`src/rtl/reg_writeback_queue.sv`:
```
// Write-back request FIFO in front of the 32x32 register bank. It drains one
// entry per clock into the bank write port and forwards pending data to readers.
module reg_writeback_queue #(
    parameter int DEPTH  = 4,
    parameter int DATA_W = 32,
    parameter int ADDR_W = 5
) (
    input  logic                     clk,
    input  logic                     rst_n,
    input  logic                     in_valid,
    output logic                     in_ready,
    input  logic [ADDR_W-1:0]        in_reg,
    input  logic [DATA_W-1:0]        in_data,
    input  logic                     hold,
    output logic                     RegEn,
    output logic [ADDR_W-1:0]        WriteReg,
    output logic [DATA_W-1:0]        WriteData,
    input  logic [ADDR_W-1:0]        LookReg,
    output logic                     LookHit,
    output logic [DATA_W-1:0]        LookData,
    output logic [$clog2(DEPTH):0]   count
);

    localparam int PTR_W = $clog2(DEPTH);
    localparam int CNT_W = PTR_W + 1;

    logic [ADDR_W-1:0] reg_q  [DEPTH];
    logic [DATA_W-1:0] data_q [DEPTH];
    logic [PTR_W-1:0]  wr_ptr_q, wr_ptr_d;
    logic [PTR_W-1:0]  rd_ptr_q, rd_ptr_d;
    logic [CNT_W-1:0]  count_q, count_d;

    logic push, pop, not_empty;

    assign not_empty = (count_q != '0);
    assign in_ready  = (count_q != CNT_W'(DEPTH));
    // Writes to register 0 are consumed by the handshake but never stored.
    assign push      = in_valid && in_ready && (in_reg != '0);
    assign pop       = not_empty && !hold;

    assign RegEn     = pop;
    assign WriteReg  = not_empty ? reg_q[rd_ptr_q]  : '0;
    assign WriteData = not_empty ? data_q[rd_ptr_q] : '0;
    assign count     = count_q;

    always_comb begin
        wr_ptr_d = push ? wr_ptr_q + PTR_W'(1) : wr_ptr_q;
        rd_ptr_d = pop  ? rd_ptr_q + PTR_W'(1) : rd_ptr_q;
        count_d  = count_q + CNT_W'(push) - CNT_W'(pop);
    end

    always_ff @(posedge clk or negedge rst_n) begin
        if (!rst_n) begin
            wr_ptr_q <= '0;
            rd_ptr_q <= '0;
            count_q  <= '0;
            for (int i = 0; i < DEPTH; i++) begin
                reg_q[i]  <= '0;
                data_q[i] <= '0;
            end
        end else begin
            wr_ptr_q <= wr_ptr_d;
            rd_ptr_q <= rd_ptr_d;
            count_q  <= count_d;
            if (push) begin
                reg_q[wr_ptr_q]  <= in_reg;
                data_q[wr_ptr_q] <= in_data;
            end
        end
    end

    // Per-slot match: a slot is live when its age from the head is below count.
    logic [DEPTH-1:0] slot_match;

    genvar gi;
    generate
        for (gi = 0; gi < DEPTH; gi++) begin : g_slot
            logic [PTR_W-1:0] age;
            assign age = PTR_W'(gi) - rd_ptr_q;
            assign slot_match[gi] = ({1'b0, age} < count_q) && (reg_q[gi] == LookReg);
        end
    endgenerate

    // Walk oldest to youngest so the youngest match is the one left standing.
    logic [PTR_W-1:0] look_idx;
    always_comb begin
        LookHit  = 1'b0;
        LookData = '0;
        look_idx = '0;
        if (LookReg != '0) begin
            for (int i = 0; i < DEPTH; i++) begin
                look_idx = rd_ptr_q + PTR_W'(i);
                if (slot_match[look_idx]) begin
                    LookHit  = 1'b1;
                    LookData = data_q[look_idx];
                end
            end
        end
    end

endmodule

```
`config.mk`:
```
export PLATFORM = sky130hd
export DESIGN_NAME = reg_writeback_queue
export DESIGN_NICKNAME = d
export VERILOG_FILES = /design/src/rtl/reg_writeback_queue.sv
export SDC_FILE = /design/constraint.sdc
export NUM_CORES = 1
export LEC_CHECK = 0
export CAP_MARGIN = 20
export CELL_PAD_IN_SITES_DETAIL_PLACEMENT = 1
export CELL_PAD_IN_SITES_GLOBAL_PLACEMENT = 1
export CORE_ASPECT_RATIO = 1.75
export CORE_MARGIN = 4
export CORE_UTILIZATION = 51
export DETAILED_ROUTE_END_ITERATION = 10
export DONT_BUFFER_PORTS = 1
export GPL_TIMING_DRIVEN = 0
export PLACE_DENSITY_LB_ADDON = 0.1
export REMOVE_ABC_BUFFERS = 1
export SYNTH_ARGS = -nofsm -noshare
export SYNTH_HDL_FRONTEND = slang
export SYNTH_SLANG_ARGS = --single-unit
```
`constraint.sdc`:
```
create_clock -name clk -period 4.8 [get_ports clk]
set_clock_uncertainty 0.1 [all_clocks]
set_input_delay 1.2 -clock clk [delete_from_list [all_inputs] [get_ports clk]]
set_output_delay 1.2 -clock clk [all_outputs]
set_load 0.03 [all_outputs]
```
Word-level counts from Yosys, hierarchy flattened
Cells that the tools add are included. W data, S select, Z words.

Memories: 0. Input bits: 46. Output and inout port bits: 75. Word-level logic and storage cells: 98. Bits in latches: 0. ROM bits: 0. Register bits: 155. Memory bits (writable): 0.

Multiplexer cells: 41. Shifts and indexed selects: 0. $mul: 0. Add/subtract/negate cells: 10. Bitwise gates (word level): 5. Reduce and logical (&&, ||, !) cells: 12. Equality and inequality tests: 5. Div/mod/pow operators: 0. Magnitude comparators: 14.

Operator list (number): $mux W32 (15); $bmux W32 S2 (4); $bwmux W128 (1); $demux W32 S2 (1); $bwmux W20 (1); $eq A5 B5 Y1 (4); $mux W5 (4); $ge A3 B3 Y1 const B (5); $not A2 Y3 (5); $lt A2 B3 Y1 (4); $lt A2 B3 Y1 const B (4); $bmux W5 S2 (1); $demux W5 S2 (1); $reduce_bool A5 Y1 (2); $mux W1 (9); $bmux W1 S2 (4); $logic_and A1 B1 Y1 (8); $add A2 B1 Y2 const B (2); $add A2 B2 Y2 const B (2); $sub A1 B2 Y2 const A (2); $sub A2 B2 Y2 const A (2); $add A3 B1 Y3 (1); $lt A3 B1 Y1 const B (1); $ne A3 B3 Y1 const B (1); 3 further kinds (3).

Logic depth before layout (Yosys ltp)
Gate-level depths: netlist of run 1.

Word-level depth: 10. Gate-level depth with buffers: 15. Gate-level depth less buffers: 10.

Worst setup path after synthesis of run 1
No wires, ideal clock.

Path type: flip-flop to output port. Start point: register rd_ptr_q[1]. End point: output LookData[11]. Stages on the path, launching flop included: 16. Data required time: 3.500 ns. Path slack: -0.180 ns. Data arrival time: 3.680 ns. Cell sequence: dfrtp_1 buf_2 inv_1 buf_2 clkbuf_1 buf_1 ha_1 nor2_1 o2111ai_1 o22a_1 or2_1 buf_6 buf_6 o22ai_1 a211oi_1 o32ai_1.

Longest elaborated chain between the ends: 10. Elaborated cells on any way between the ends: 44. Classes of those cells: add/sub: 7; order compare: 4; mux: 25; bitwise: 4; reduce/logical: 4.

RTL lines: start, declared (line 30) `logic [PTR_W-1:0] rd_ptr_q, rd_ptr_d;`; start signal, assigned (line 63) `rd_ptr_q <= rd_ptr_d;`; $sub A1 B2 Y2 / $sub A2 B2 Y2 (equally long branches) (line 79) `assign age = PTR_W'(gi) - rd_ptr_q;`; $lt A2 B3 Y1 (line 80) `assign slot_match[gi] = ({1'b0, age} < count_q) && (reg_q[gi] == LookReg);`; $logic_and A1 B1 Y1 (line 80); $bmux W1 S2 (line 93) `if (slot_match[look_idx]) begin`; $mux W1 (not written as such) (line 93); $mux W32 (3 in series) (line 93); $mux W32 * (line 93); $mux W32 * (line 90) `if (LookReg != '0) begin`; end, declared (line 20) `output logic [DATA_W-1:0] LookData,`.

Mark *: on every way between the ends. The rest lies on a longest branch, timed or not. The select of a mux whose other input is x is not followed.

Final worst setup path of run 1
Start point: register count_q[1] (netlist: count[1]). End point: output LookData[11].

Longest elaborated chain between the ends: 9. Elaborated cells on any way between the ends: 21. Classes of those cells: order compare: 4; mux: 13; reduce/logical: 4.

RTL lines: start, declared (line 31) `logic [CNT_W-1:0] count_q, count_d;`; start signal, assigned (line 64) `count_q <= count_d;`; $lt A2 B3 Y1 (line 80); $logic_and A1 B1 Y1 (line 80); $bmux W1 S2 (line 93); $mux W1 (not written as such) (line 93); $mux W32 (3 in series) (line 93); $mux W32 * (line 93); $mux W32 * (line 90).

Marks and branches as above.

==> impl_metrics.toml, run 1 <==
[sta]
tightest_slew_ns = 0.908
fin_crit_ns = 4.81
setup_viol = 1
max_freq_ghz = 0.208
rsz0062_at_grt = "yes"
relSlewSlack_pct = 39.3
finalHoldViolations = 0
drv_slew = 0
finalWorstSetupSlack_ns = -0.00602
timing.final.crit_share_pct = 100

[yosys]
ys_ff_latch = 155
synth_top_area_share_pct = 37.1
yosysWarnings = 0
yosys.area_share.simple_pct = 12.1
synth_fa_ha_area_share_pct = 1.39
avgSynthCellArea_sq_um = 10.2
syn-cell-area_sq_um = 10500
synth_top_family_by_area = "multiplexers"
yosys.area_share.xor_xnor_pct = 2.54
async_flop_share_pct = 100
yosys.area.top_type = "dfrtp_1"
synth_ff_type = "dfrtp_1"
synth_edf_count = 0
ys_types = 48
syn_inst = 1025
ys_seq_area_share_pct = 37.1
synth.area.top_cells = "dfrtp_1, mux2_2, mux2i_1"
synth-compound-area-share_pct = 11.7
synth_mux_area_share_pct = 30.2

[cts]
numCtsBuffers = 17
clk_latency_ns = 0.43
clk_path_buf_depth = 2
cts_max_level = 4
cts_root_buf = "clkbuf_16"
cts-hold-fix-buffers = 0
clk_pin_slew_ns = 0.06
clock-sinks = 155
cts_tree = "built"

[floorplan]
initial_utilization_pct = 51.7
rows = 69
core_sq_um = 20200
dieWidth_um = 116
die_h_um = 197
die-area_sq_um = 22900
pin_count = 121

[setup_path]
r2r-start = "count[2]"
path_max_fanout = 16
path_cells = "clkinvlp_4 > ha_2 > nor2b_1 > o2111ai_2 > o22ai_4 > buf_4 > nand2_4 > o22ai_2 > a211oi_4 > o32ai_4"
required_ns = 3.50
worstRegToRegCells = 7
critPathMaxStageDelay_ns = 0.52
criticalPathCategory = "flip-flop to primary output"
rr_endpoint = "data_q[113]"
path_buf_inv = 2
cp_slowest_cell = "dfrtp_2"
crit_arrival_ns = 3.51
critPathCaptureType = "primary output"
crit_family = "compound AO/OA/AOI/OAI gates"
r2r_setup_slack_ns = 1.41
worst_setup_path_start_kind = "flip-flop"

[final_layout]
layout-drive-gt1-share_pct = 37.9
nets = 1109
diodes = 0
post-route-cell-area_sq_um = 12900
syn_to_final_growth_pct = 23.9

[drt]
wl_per_cell_um = 30.5
drc = 0
vias = 8816
avgViaCountPerCell = 6.71
drtAntennaViolNets = 0
first_pass_iters = 5
drt_iter0_drc = 572
wl_um = 40000

[global_routing]
grt.overflow.total = 0
grt_pass1_vias = 9915
grtUsageTotal_pct = 34.9
grt_antenna_before_repair = 0
grt_pass1_wl_um = 59200
grt_max_degree = 156

[place]
io_buffers = 0
dpl-instance-area_sq_um = 10600
dpl.hpwl_um = 21300
place.gp.congestion = 0.864

[status]
failed_checks = "setup timing"
status = "complete, but fails checks"

[hold_path]
min_path_type = "input port to async pin"

[flow_run]
maxCapViolations = 0
[logic make-up after synthesis]
logic type | Yosys count
flip-flops | 155
adder cells (fa/ha/maj) | 11
buffers and inverters | 93
XOR/XNOR | 26
AO/OA/AOI/OAI | 178
multiplexers | 287
AND/OR/NAND/NOR | 275
[Yosys cell counts, drive strengths merged, types with 2 or more instances]
library cell / n
o21ai: 5
clkbuf: 24
nand2: 54
nor4b: 2
nand2b: 2
o32ai: 32
a21o: 2
mux4: 5
xnor2: 24
dfrtp: 155
nor2: 133
o22ai: 34
buf: 58
o2111ai: 4
nor2b: 40
a211oi: 33
mux2: 174
a21oi: 63
nand3: 6
mux2i: 108
ha: 10
nor3: 8
xor2: 2
inv: 11
or2: 27
[state kept, by name, indices dropped and copies added (netlist names)]
signal    flops
wr_ptr_q      2
count         3
reg_q        20
rd_ptr_q      2
data_q      128
[repair_timing]
action	in CTS	in global routing
setup buffers	29	31
endpoints found under the setup margin	32	32
pin swaps	33	24
resized for setup	100	42
cloned	16	0
[placed cells by master, fill, tap and decap left out, drive strengths merged, types with 2 or more instances in the layout]
cell type | Yosys | routed
a211oi | 33 | 33
a21o | 2 | 4
a21oi | 63 | 63
buf | 58 | 78
bufbuf | 0 | 6
bufinv | 0 | 2
clkbuf | 24 | 20
clkinv | 0 | 5
clkinvlp | 0 | 6
dfrtp | 155 | 155
ha | 10 | 10
inv | 11 | 11
mux2 | 174 | 174
mux2i | 108 | 108
mux4 | 5 | 5
nand2 | 54 | 56
nand2b | 2 | 2
nand3 | 6 | 6
nor2 | 133 | 133
nor2b | 40 | 40
nor3 | 8 | 8
nor4b | 2 | 2
o2111ai | 4 | 4
o21ai | 5 | 5
o22ai | 34 | 34
o32ai | 32 | 32
or2 | 27 | 28
xnor2 | 24 | 24
xor2 | 2 | 2
[worst max-delay path by stage]
| stage | from | to | cells after the start |
|---|---|---|---|
| 3_3_place_gp | rd_ptr_q[1] | LookData[21] | 9 |
| 2_1_floorplan | rd_ptr_q[0] | LookData[30] | 9 |
| 5_1_grt | rd_ptr_q[1] | LookData[11] | 10 |
| 3_5_place_dp | rd_ptr_q[0] | LookData[8] | 12 |
| 6_report | count[1] | LookData[11] | 10 |
| 4_1_cts | rd_ptr_q[0] | LookData[11] | 16 |
[layer usage]
metal / track usage [%] / wire [um]
met2: 62.1 / 21300
met4: 20.8 / 2290
met1: 36.4 / 14000
met3: 8.25 / 2390
met5: 0 / 0
[cell type report]
| type | instances | area [sq um] |
|---|---|---|
| clock buffers | 20 | 457 |
| clock inverters | 12 | 123 |
| fillers | 2071 | 7250 |
| inverters | 11 | 61.3 |
| multi-input cells | 782 | 6950 |
| flip-flops and latches | 155 | 3890 |
| well taps | 248 | 310 |
| repair buffers | 84 | 1150 |
| repair inverters | 1 | 8.76 |
[stage by stage]
stage | TNS (ns) | instances | setup WS (ns) | hold WS, ns | util, %
3_3_place_gp | -380.12 | 1191 | -7.48 | 0.399 | 50.9
5_1_grt | -1.05 | 1313 | -0.108 | 0.335 | 64.1
6_report | -0.00602 | 1313 | -0.00602 | 0.353 | 64.1
2_1_floorplan | -198.49 | 943 | -3.83 | 0.383 | -
4_1_cts | -0.757 | 1289 | -0.0555 | 0.341 | 62.4
3_5_place_dp | -34.05 | 1212 | -1.23 | 0.410 | 52.7
[worst reg2reg max path, stage by stage (launching register included)]
cell,delay [ns]
dfrtp_1,0.89
inv_2,0.15
or3_1,0.51
nand2_1,0.18
a21oi_4,0.09
nand2_2,0.73
buf_16,0.25
mux2_2,0.37
Power of run 1 is not shown: default switching activity piles up to over one toggle a cycle in this logic, so the estimate is an artifact.
==> run 2: changes to the inputs <==
CORE_UTILIZATION = 35   (was 51)
RECOVER_POWER = 25   (was not set)
==> run 2 against run 1 <==
  * Via count is 6.2% lower
  * First-iteration DRC count shrank 52%
  * Cell area rose by 3.8%
  * The flow now finishes without violations
  * Die area increased by 43%
  * Hold slack better by 0.010 ns
  * Sequential share of layout area shrank 1.1 points
  * Critical path type unchanged
  * Cell count rose by 9.7%
  * Utilization is 18 points lower
==> impl_metrics.toml, run 2 (synthesis results as in run 1) <==
[status]
status = "finished, final reports clean"

[place]
place.gp.congestion = 0.784
io_buffers = 0
dpl.cell_count = 1348
dpl-instance-area_sq_um = 10900
dpl.hpwl_um = 20800
dp_slack_ns = -1.32

[drt]
first_pass_iters = 4
drt_iter0_drc = 272
wl_per_cell_um = 26.9
routed-wl-met2_um = 20900
vias = 8273
route.top_layer_used = "met4"
wl_met3_um = 1820
wl_met1_um = 14700
drc = 0
wl_um = 38700
avgViaCountPerCell = 5.75
drtAntennaViolNets = 0

[final_layout]
final_cell_mix = "mux2_2, dfrtp_1, nor2_1"
post-route-cell-area_sq_um = 13400
layout_commonest_cell = "mux2_2"
regMostFlops = "data_q"
largest_reg_flops = 128
layoutNonFillerInstCount = 1440
diodes = 0
nets = 1106
fill_cells = 3118
syn_to_final_growth_pct = 28.6
layout-drive-gt1-share_pct = 39.7

[cts]
numCtsBuffers = 17
cts_max_level = 4
clk_path_buf_depth = 2
cts_root_buf = "clkbuf_16"
cts-hold-fix-buffers = 0
cts_tree = "built"
clk_pin_slew_ns = 0.06
clk_latency_ns = 0.44
clock-sinks = 155

[setup_path]
critPathCaptureType = "primary output"
r2r-start = "count[2]"
crit_top_cell = "buf_12"
critPathMaxStageDelay_ns = 0.52
cp_slowest_cell = "dfrtp_4"
required_ns = 3.50
crit_arrival_ns = 3.48
criticalPathCategory = "flip-flop to primary output"
worstRegToRegCells = 7
crit_family = "compound AO/OA/AOI/OAI gates"
crit_start = "rd_ptr_q[1]"
path_buf_inv = 6
worst_setup_path_start_kind = "flip-flop"
path_cells = "buf_12 > xor2_4 > inv_2 > ha_4 > nor2b_4 > o21ai_2 > nor4b_4 > buf_4 > nor2_2 > a21oi_4 > buf_12 > buf_16 > buf_12 > a211oi_4 > o32ai_4"
path_max_fanout = 5
cp.depth = 15

[global_routing]
grtUsageTotal_pct = 23.5
grt_max_degree = 156
grt.overflow.total = 0
grt_pass1_vias = 9332
grt_antenna_before_repair = 0
grt_pass1_wl_um = 58500

[sta]
rsz0062_at_grt = "yes"
finalHoldViolations = 0
tightest_slew_ns = 0.840
setup_viol = 0
drv_slew = 0
max_freq_ghz = 0.209
timing.final.crit_share_pct = 99.5
fin_crit_ns = 4.78
finalWorstSetupSlack_ns = 0.0247
whs_ns = 0.363
relSlewSlack_pct = 44.0

[floorplan]
core_sq_um = 29400
dieWidth_um = 139
die_h_um = 237
rows = 83
die-area_sq_um = 32800
initial_utilization_pct = 35.6
pin_count = 121

[flow_run]
maxCapViolations = 0

[hold_path]
min_path_type = "input port to async pin"
-- run 2: changes by cell type in the layout (fill, tap and decap cells not counted), moves of 7 or more --
cell	delta
a21oi_2	-8
a21oi_1	+8
a211oi_2	+10
buf_4	-8
o22ai_1	-7
a211oi_1	-16
-- run 2: through the flow --
step	setup TNS, ns	util [%]
floorplan	-198.49	-
global placement	-428.87	35.6
detailed placement	-36.92	37.0
CTS	-0.950	44.5
global route	-2.34	45.7
finish	0	45.7
-- run 2: final cells by class --
type / count / area [sq um] / area share [%]
Multi-Input combinational cell: 780 / 7170 / 53.3
Sequential cell: 155 / 3890 / 28.9
Timing Repair Buffer: 83 / 1310 / 9.76
Tap cell: 382 / 478 / 3.55
Clock buffer: 24 / 472 / 3.51
Inverter: 11 / 71.3 / 0.530
Clock inverter: 4 / 45.0 / 0.335
Timing Repair inverter: 1 / 8.76 / 0.0651
-- run 2: routing by layer --
metal  GRT usage, %  vias to the layer above
met5              0                        -
met4           10.4                        0
met3           5.11                       52
met2           42.9                      168
met1           26.1                     4316
li1               -                     3737
-- run 2: worst reg2reg max path, cell delays in order (launching register included) --
cell and delay [ns]:
dfrtp_1 0.89, inv_2 0.16, or3_1 0.51, nand2_1 0.18, a21oi_4 0.09, nand2_2 0.52
buf_12 0.28, mux2_2 0.40
-- run 2: worst paths after layout --
path	end	slack (ns)
min reg2reg	data_q[2]	0.42
max	LookData[28]	0.02
min in group clk	data_q[2]	0.42
max in group asynchronous	rd_ptr_q[1]	3.75
max reg2reg	data_q[110]	1.55
min	data_q[78]	0.36
-- run 2: repair_timing --
action,in CTS,in global routing
gates cloned,17,0
resized for setup,121,49
setup buffers,35,14
setup endpoints to repair,33,32
pin swaps,37,17
Power of run 2 is left out for the same reason.
==> run 3: changes to the inputs <==
CORE_MARGIN = 3   (was 4)
REMOVE_ABC_BUFFERS = not set   (was 1)
==> run 3 against run 2 <==
  * Die area fell by 2.3%
  * First-iteration DRC count rose by 10%
  * Clock-buffer cell count fell by 1
  * Wire length rose by 0.39%
  * Utilization fell by 1.7 points
  * Global-route usage rose by 0.69 points
  * Maximum frequency fell by 0.22%
  * Sequential share of layout area rose by 1.0 points
  * Via count rose by 0.63%
  * Register-to-register slack got worse by 0.23 ns
  * Cell count rose by 2.8%
  * Flip-flop and latch count did not move
  * Critical endpoint is now LookData[23]
==> impl_metrics.toml, run 3 (synthesis results as in run 1) <==
[status]
status = "finished, final reports clean"

[floorplan]
initial_utilization_pct = 35.6
rows = 83
die-area_sq_um = 32100
core_sq_um = 29400
die_h_um = 235
pin_count = 121
dieWidth_um = 137

[final_layout]
layout-drive-gt1-share_pct = 38.3
diodes = 0
syn_to_final_growth_pct = 24.0
nets = 1147
layout_commonest_cell = "dfrtp_1"
final_cell_mix = "dfrtp_1, mux2_2, nor2_1"
post-route-cell-area_sq_um = 13000
regMostFlops = "data_q"
largest_reg_flops = 128

[sta]
drv_slew = 0
finalHoldViolations = 0
fin_crit_ns = 4.79
setup_viol = 0
rsz0062_at_grt = "yes"
timing.final.crit_share_pct = 99.7
max_freq_ghz = 0.209
tightest_slew_ns = 0.919
relSlewSlack_pct = 38.5
whs_ns = 0.346
finalWorstSetupSlack_ns = 0.0140

[drt]
vias = 8325
wl_um = 38900
drc = 0
drtAntennaViolNets = 0
first_pass_iters = 6
avgViaCountPerCell = 5.63
wl_per_cell_um = 26.3
drt_iter0_drc = 300

[cts]
cts_max_level = 4
clk_latency_ns = 0.45
clk_pin_slew_ns = 0.07
clk_path_buf_depth = 2
cts_tree = "built"
cts-hold-fix-buffers = 0
numCtsBuffers = 17
clock-sinks = 155
cts_root_buf = "clkbuf_16"

[global_routing]
grtUsageTotal_pct = 24.2
grt_max_degree = 156
grt_pass1_vias = 9293
grt_antenna_before_repair = 0
grt.overflow.total = 0
grt_pass1_wl_um = 57400

[place]
dpl.hpwl_um = 26700
dpl-instance-area_sq_um = 11100
place.gp.congestion = 0.822
io_buffers = 0
dp_slack_ns = -1.50

[setup_path]
crit_arrival_ns = 3.49
criticalPathCategory = "flip-flop to primary output"
r2r-start = "count[2]"
worstRegToRegCells = 9
path_max_fanout = 5
required_ns = 3.50
rr_endpoint = "count[2]"
critPathCaptureType = "primary output"
r2r_setup_slack_ns = 1.32
worst_setup_path_start_kind = "flip-flop"

[hold_path]
min_path_type = "input port to async pin"

[flow_run]
maxCapViolations = 0

[yosys]
synth_nets = 1082
run 3: cell count changes in the layout (fill, tap and decap cells not counted), sizes merged:
cell	change
clkbuf	+27
buf	+26
bufbuf	-9
a21o	-1
clkinv	-1
nand2	-2
run 3: layout make-up:
cell class	count	area (sq um)
buffer	76	648
clock buffer	23	468
clock inverter	4	45.0
fill	3193	16400
inverter	11	50.0
multi-input combinational	777	6850
sequential	155	3880
tap	382	478
timing repair buffer	52	541
run 3: worst max path at each step:
stage | start | end | slack [ns] | depth (start not counted)
after detailed placement | rd_ptr_q[1] | LookData[14] | -1.50 | 13
final | rd_ptr_q[1] | LookData[23] | 0.01 | 16
after floorplan | rd_ptr_q[1] | LookData[12] | -0.16 | 13
after CTS | rd_ptr_q[1] | LookData[29] | -0.05 | 16
after global placement | rd_ptr_q[1] | LookData[1] | -1.59 | 13
after global routing | rd_ptr_q[1] | LookData[21] | -0.11 | 15
run 3: timing repair:
action	4_1_cts	5_1_grt
resized for setup	139	80
endpoints found under the hold margin	0	0
pin swaps	38	34
cloned	2	5
setup buffers	19	9
endpoints found under the setup margin	33	32
run 3: metal layers:
layer	part of all wire (%)	up-vias	GRT usage (%)	routed length, um
met3	4.1	58	4.83	1590
met2	56	173	46.7	21800
met1	37	4285	25.4	14400
met4	2.7	0	9.08	1030
li1	-	3809	-	-
met5	0	-	0	0
run 3: per-stage QoR:
step / instances / TNS, ns / util (%)
floorplan: 1025 / -4.09 / -
global placement: 1407 / -45.47 / 37.3
detailed placement: 1424 / -37.63 / 37.7
CTS: 1470 / -0.322 / 42.3
global route: 1480 / -1.93 / 44.1
finish: 1480 / 0 / 44.1
run 3: critical path: stages (launching register included):
cell and delay, ns:
dfrtp_1 0.39, buf_6 0.15, buf_12 0.13, xor2_4 0.20, inv_2 0.07, ha_4 0.25, nor2b_4 0.12, o21ai_2 0.13
nor4b_4 0.27, buf_4 0.19, nor2_4 0.05, a21oi_4 0.20, buf_8 0.17, buf_12 0.14, a211oi_1 0.05, o32ai_1 0.29
buf_4 0.23
Power of run 3 is left out for the same reason.
